File: config.mk
export PLATFORM = sky130hd
export DESIGN_NAME = cpu_sequencer_flat
export DESIGN_NICKNAME = d
export VERILOG_FILES = /design/src/rtl/cpu_sequencer_if.sv /design/src/rtl/cpu_sequencer.sv /design/src/flat_wrapper.sv
export SDC_FILE = /design/constraint.sdc
export NUM_CORES = 1
export LEC_CHECK = 0
export CORE_MARGIN = 1.5
export CORE_UTILIZATION = 35
export CTS_CLUSTER_SIZE = 40
export DETAILED_ROUTE_END_ITERATION = 8
export PLACE_DENSITY = 0.8
export SYNTH_ARGS = -nofsm -noshare
export SYNTH_HDL_FRONTEND = slang
export SYNTH_SLANG_ARGS = --single-unit
File: constraint.sdc
create_clock -name clk -period 2.1 [get_ports clk]
set_input_delay 0.42 -clock clk [delete_from_list [all_inputs] [get_ports clk]]
set_output_delay 0.42 -clock clk [all_outputs]
set_load 0.01 [all_outputs]
File: src/rtl/cpu_sequencer_if.sv
// rtl/cpu_sequencer_if.sv - sequencer <-> fetch/execute datapath control bundle
interface cpu_sequencer_if;
   logic        start;
   logic        halt_req;
   logic        cond_ok;
   logic [31:0] ir;
   logic        mem_ack;
   logic        write_ir;
   logic        write_pc;
   logic [1:0]  pc_s;
   logic        write_reg;
   logic        lr_sel;
   logic        reg_src_mem;
   logic        write_nzcv;
   logic        mem_req;
   logic        mem_we;

   modport master (
      input  start, halt_req, cond_ok, ir, mem_ack,
      output write_ir, write_pc, pc_s, write_reg, lr_sel, reg_src_mem,
             write_nzcv, mem_req, mem_we
   );

   modport slave (
      output start, halt_req, cond_ok, ir, mem_ack,
      input  write_ir, write_pc, pc_s, write_reg, lr_sel, reg_src_mem,
             write_nzcv, mem_req, mem_we
   );
endinterface

File: src/rtl/cpu_sequencer.sv
// rtl/cpu_sequencer.sv - multi-cycle control FSM with retired-instruction counter
module cpu_sequencer #(
   parameter int RETIRE_W = 16
) (
   input  logic                clk,
   input  logic                rst_n,
   cpu_sequencer_if.master     bus,
   output logic                busy,
   output logic                trap,
   output logic [2:0]          state,
   output logic [RETIRE_W-1:0] retired
);

   typedef enum logic [2:0] {
      S_IDLE   = 3'd0,
      S_FETCH  = 3'd1,
      S_DECODE = 3'd2,
      S_EXEC   = 3'd3,
      S_WB     = 3'd4,
      S_MEM    = 3'd5,
      S_BRANCH = 3'd6,
      S_TRAP   = 3'd7
   } state_t;

   state_t                state_q, state_d;
   state_t                boundary_st;
   logic [RETIRE_W-1:0]   retired_q, retired_d;
   logic                  retire;
   logic [1:0]            op;
   logic                  s_bit;

   assign op          = bus.ir[27:26];
   assign s_bit       = bus.ir[20];
   // halt_req only matters on transitions that would otherwise re-enter FETCH
   assign boundary_st = bus.halt_req ? S_IDLE : S_FETCH;

   always_ff @(posedge clk or negedge rst_n) begin
      if (!rst_n) begin
         state_q   <= S_IDLE;
         retired_q <= '0;
      end else begin
         state_q   <= state_d;
         retired_q <= retired_d;
      end
   end

   always_comb begin
      state_d = state_q;
      retire  = 1'b0;
      case (state_q)
         S_IDLE:   if (bus.start && !bus.halt_req) state_d = S_FETCH;
         S_FETCH:  state_d = bus.cond_ok ? S_DECODE : boundary_st;
         S_DECODE: begin
            case (op)
               2'b00:   state_d = S_EXEC;
               2'b01:   state_d = S_MEM;
               2'b10:   state_d = S_BRANCH;
               default: state_d = S_TRAP;
            endcase
         end
         S_EXEC:   state_d = S_WB;
         S_WB: begin
            retire  = 1'b1;
            state_d = boundary_st;
         end
         S_MEM: begin
            if (bus.mem_ack) begin
               if (s_bit) begin
                  state_d = S_WB;
               end else begin
                  retire  = 1'b1;
                  state_d = boundary_st;
               end
            end
         end
         S_BRANCH: begin
            retire  = 1'b1;
            state_d = boundary_st;
         end
         default:  state_d = S_TRAP;
      endcase
      retired_d = retired_q + {{(RETIRE_W-1){1'b0}}, retire};
   end

   always_comb begin
      bus.write_ir    = 1'b0;
      bus.write_pc    = 1'b0;
      bus.pc_s        = 2'b00;
      bus.write_reg   = 1'b0;
      bus.lr_sel      = 1'b0;
      bus.reg_src_mem = 1'b0;
      bus.write_nzcv  = 1'b0;
      bus.mem_req     = 1'b0;
      bus.mem_we      = 1'b0;
      case (state_q)
         S_FETCH: begin
            bus.write_ir = 1'b1;
            bus.write_pc = 1'b1;
         end
         S_EXEC:   bus.write_nzcv = s_bit;
         S_WB: begin
            bus.write_reg   = 1'b1;
            bus.reg_src_mem = (op == 2'b01) && s_bit;
         end
         S_MEM: begin
            bus.mem_req = 1'b1;
            bus.mem_we  = ~s_bit;
         end
         S_BRANCH: begin
            bus.write_pc  = 1'b1;
            bus.pc_s      = bus.ir[25] ? 2'b10 : 2'b01;
            bus.write_reg = bus.ir[24];
            bus.lr_sel    = bus.ir[24];
         end
         default: ;
      endcase
   end

   assign state   = state_q;
   assign busy    = (state_q != S_IDLE) && (state_q != S_TRAP);
   assign trap    = (state_q == S_TRAP);
   assign retired = retired_q;

endmodule

File: src/flat_wrapper.sv
// flat-port wrapper written by rule: the top's interface ports become plain ports
module cpu_sequencer_flat 
#(
   parameter int RETIRE_W = 16
)
  (clk, rst_n, busy, trap, state, retired, bus_start, bus_halt_req, bus_cond_ok, bus_ir, bus_mem_ack, bus_write_ir, bus_write_pc, bus_pc_s, bus_write_reg, bus_lr_sel, bus_reg_src_mem, bus_write_nzcv, bus_mem_req, bus_mem_we);
  cpu_sequencer_if bus_i ();
  input  logic clk;
  input  logic rst_n;
  output logic busy;
  output logic trap;
  output logic [2:0] state;
  output logic [RETIRE_W-1:0] retired;
  input wire logic [$bits(bus_i.start)-1:0] bus_start;
  input wire logic [$bits(bus_i.halt_req)-1:0] bus_halt_req;
  input wire logic [$bits(bus_i.cond_ok)-1:0] bus_cond_ok;
  input wire logic [$bits(bus_i.ir)-1:0] bus_ir;
  input wire logic [$bits(bus_i.mem_ack)-1:0] bus_mem_ack;
  output wire logic [$bits(bus_i.write_ir)-1:0] bus_write_ir;
  output wire logic [$bits(bus_i.write_pc)-1:0] bus_write_pc;
  output wire logic [$bits(bus_i.pc_s)-1:0] bus_pc_s;
  output wire logic [$bits(bus_i.write_reg)-1:0] bus_write_reg;
  output wire logic [$bits(bus_i.lr_sel)-1:0] bus_lr_sel;
  output wire logic [$bits(bus_i.reg_src_mem)-1:0] bus_reg_src_mem;
  output wire logic [$bits(bus_i.write_nzcv)-1:0] bus_write_nzcv;
  output wire logic [$bits(bus_i.mem_req)-1:0] bus_mem_req;
  output wire logic [$bits(bus_i.mem_we)-1:0] bus_mem_we;
  assign bus_i.start = bus_start;
  assign bus_i.halt_req = bus_halt_req;
  assign bus_i.cond_ok = bus_cond_ok;
  assign bus_i.ir = bus_ir;
  assign bus_i.mem_ack = bus_mem_ack;
  assign bus_write_ir = bus_i.write_ir;
  assign bus_write_pc = bus_i.write_pc;
  assign bus_pc_s = bus_i.pc_s;
  assign bus_write_reg = bus_i.write_reg;
  assign bus_lr_sel = bus_i.lr_sel;
  assign bus_reg_src_mem = bus_i.reg_src_mem;
  assign bus_write_nzcv = bus_i.write_nzcv;
  assign bus_mem_req = bus_i.mem_req;
  assign bus_mem_we = bus_i.mem_we;
  cpu_sequencer #(.RETIRE_W(RETIRE_W)) u_core (.clk(clk), .rst_n(rst_n), .bus(bus_i), .busy(busy), .trap(trap), .state(state), .retired(retired));
endmodule
==> run metrics, run 1 <==
initial antenna violation count=0; clk_lat worst skew=0.30 ns; max incr delay on CP=0.56 ns; Max Cap Viol=0; worst clock skew=0.00624 ns; post-route ant nets=0; fin crit share=97.0%; initial core utilization=37.1%; diode count=0; Final Power=1.55 mW; Synth top area share=46.1%; clk root buf=clkbuf_4; GPL Wtd Cong=0.757; crit path launch type=flop; #FFs+latches synth=19; Slowest-stage cell, CP=clkdlybuf4s50_1; min Tclk post-route=2.04 ns; final setup vio count=0; Flop pwr share=34.9%; Clk network pwr share=11.9%; die height=57.3 um; Cell Int Power=963 uW; Vias=1045; Final TNS setup=0 ns; Comb power frac=53.2%; Sw Share=37.7%; register area=477 um2; drt wl/cell=13.0 um; Reg2Reg Launch Point=u_core.state[2]$_DFFE_PN0P_; synthesized cell area=0.00103 mm2; endpoints failing hold=0; detailed placer's ending HPWL=1890 um; Post-synth ARST share=100%; leakage power=0.789 nW; Worst Path Buf+Inv=2; Psw=583 uW; YS warnings=0; drt drc=0; layout cells sized above 1=16.0%; arrival time at the worst endpoint=1.62 ns; vias in the first global route=981; All-Layer GR Usage=16.5%; multi-input combinational cell area=551 um2; clk buf depth=2; first-pass GRT wire length=4310 um; Max IR drop VDD=636 uV; Crit path max-delay family=buffers and inverters; Post-Syn Nets=147; most frequent cells in the layout=clkdlybuf4s50_1 (32), dfrtp_1 (18), buf_4 (12); P per Cell Area=941 mW/mm2; synth top area cells=dfrtp_1 (46%), xor2_1 (6.8%), xnor2_1 (5.1%), nand4_1 (4.8%), ha_1 (3.6%); crit-path max FO=6; TritonCTS clock tree=built; Reg2Reg Capture Point=u_core.retired[12]$_DFF_PN0_; Post-Route WL=2530 um; largest net degree at the start of global routing=20; status=finished, final reports clean; num ports=69; Post-synth EDFFs=0; Worst Path Class, Setup=flop to output port; Max-slew headroom=78.9%; Core ar.=0.00278 mm2; die area=0.00328 mm2; vias per inst=5.39; CP cell instances=buf_4 -> nand2_1 -> nor2_1 -> clkdlybuf4s50_1; number of library cell types mapped by synthesis=28; CTS Buf Count=3; clk sink count=19; most common cell after layout, fill and taps aside=clkdlybuf4s50_1; fin util=59.1%; WP data required=1.68 ns; Worst R2R Path Depth=7; IO Port Bufs=41; Die W=57.3 um; CTS H-Tree Depth=1; critical path endpoint category=output port; Max Clk Rate=0.491 GHz; Reg clk slew, reported paths=0.10 ns; Hold WC Path Type=input port to async pin; Post-Syn Area per Cell=9.74 um2; leading area contributor after synthesis=dfrtp_1; NumNets Final=205; Row Count=19; drt pass-1 iters=4; Slew Limit Fails=0; global route overflow=0; FF-to-FF setup slack=0.30 ns; sequential area share after synthesis=46.1%; Layout area overhead=59.2%; Most used DFF post-synth=dfrtp_1; DRT iter0 DRCs=16; Syn Inst Count=106; Fill cells=241; Worst Max-Slew Pin Slew=0.314 ns
-- how the worst max path moves through the flow --
stage	startpoint	to	slack [ns]	depth (start not counted)
3_5_place_dp	bus_ir[20]	u_core.retired[12]$_DFF_PN0_	-0.33	9
6_report	u_core.state[2]$_DFFE_PN0P_	trap	0.06	4
3_3_place_gp	bus_ir[20]	u_core.retired[12]$_DFF_PN0_	-0.19	9
2_1_floorplan	u_core.state[1]$_DFFE_PN0P_	u_core.retired[12]$_DFF_PN0_	0.08	9
4_1_cts	u_core.state[2]$_DFFE_PN0P_	bus_pc_s[1]	0.008	4
5_1_grt	u_core.state[2]$_DFFE_PN0P_	bus_lr_sel	-0.005	4
-- state kept, by name, indices dropped and copies added, names as in the netlist --
| register | cells |
|---|---|
| u_core.retired | 16 |
| u_core.state | 3 |
-- cell families (layout without fill, tap and decap cells) --
family / Yosys count / count (layout) / share of synthesized area, %
flops: 19 / 19 / 46.1
fa+ha+maj: 3 / 3 / 3.64
compound gates: 12 / 12 / 7.03
xor+xnor: 14 / 14 / 11.9
buf+inv: 7 / 64 / 2.79
simple gates: 51 / 51 / 28.6
-- layer usage --
metal / up-vias / global-route usage [%] / routed length, um
li1: 493 / - / -
met4: 0 / 7.31 / 34
met5: - / 0 / 0
met1: 494 / 20.3 / 1110
met3: 3 / 3.17 / 182
met2: 55 / 28.1 / 1190
-- repair_timing --
action	in CTS	in global routing
gates resized for setup	11	6
pin swaps	0	0
endpoints found under the setup margin	11	7
setup buffers	1	2
hold buffers	0	0
hold endpoints to repair	0	0
-- area by class of cell --
| cell class | instances | area share (%) |
|---|---|---|
| multi-input cells | 80 | 33.5 |
| inverters | 5 | 1.14 |
| clock buffers | 4 | 1.60 |
| well taps | 31 | 2.36 |
| flip-flops and latches | 19 | 29.0 |
| repair buffers | 55 | 32.4 |
-- cells in the mapped netlist (2+ instances only) --
cell type / n
nand3_1: 4
nor2b_1: 4
nor4_1: 4
xnor2_1: 6
dfrtp_1: 19
a21boi_0: 2
inv_1: 5
a21oi_1: 5
nor2_1: 8
buf_2: 2
o21ai_0: 3
ha_1: 3
xor2_1: 8
nand2_1: 8
nand4_1: 8
nand2b_1: 2
nor3_1: 4
-- power by group through the flow --
stage / registers [mW] / logic [mW] / clock network (mW)
floorplan: 0.577 / 0.303 / 0
global placement: 0.548 / 0.734 / 0
detailed placement: 0.547 / 0.751 / 0
CTS: 0.541 / 0.768 / 0.195
global route: 0.557 / 0.896 / 0.209
finish: 0.539 / 0.823 / 0.185
-- per-stage QoR --
| stage | std cells | setup slack, ns | hold WS (ns) | instance area, um2 |
|---|---|---|---|---|
| after floorplan | 106 | 0.0845 | 0.124 | 1030 |
| after global placement | 187 | -0.190 | 0.454 | 1550 |
| after detailed placement | 187 | -0.328 | 0.463 | 1550 |
| after CTS | 192 | 0.00777 | 0.444 | 1590 |
| after global routing | 194 | -0.00519 | 0.451 | 1640 |
| final | 194 | 0.0629 | 0.439 | 1640 |
Power figures use the tool's default switching activity.
==> inputs of run 2 (changes only) <==
--- a/config.mk
+++ b/config.mk
@@ -9,6 +9,7 @@
 export CORE_UTILIZATION = 35
 export CTS_CLUSTER_SIZE = 40
 export DETAILED_ROUTE_END_ITERATION = 8
+export GPL_ROUTABILITY_DRIVEN = 0
 export PLACE_DENSITY = 0.8
 export SYNTH_ARGS = -nofsm -noshare
 export SYNTH_HDL_FRONTEND = slang
==> results of run 2 <==
Final layout, timing and power as in run 1 (identical DEF).
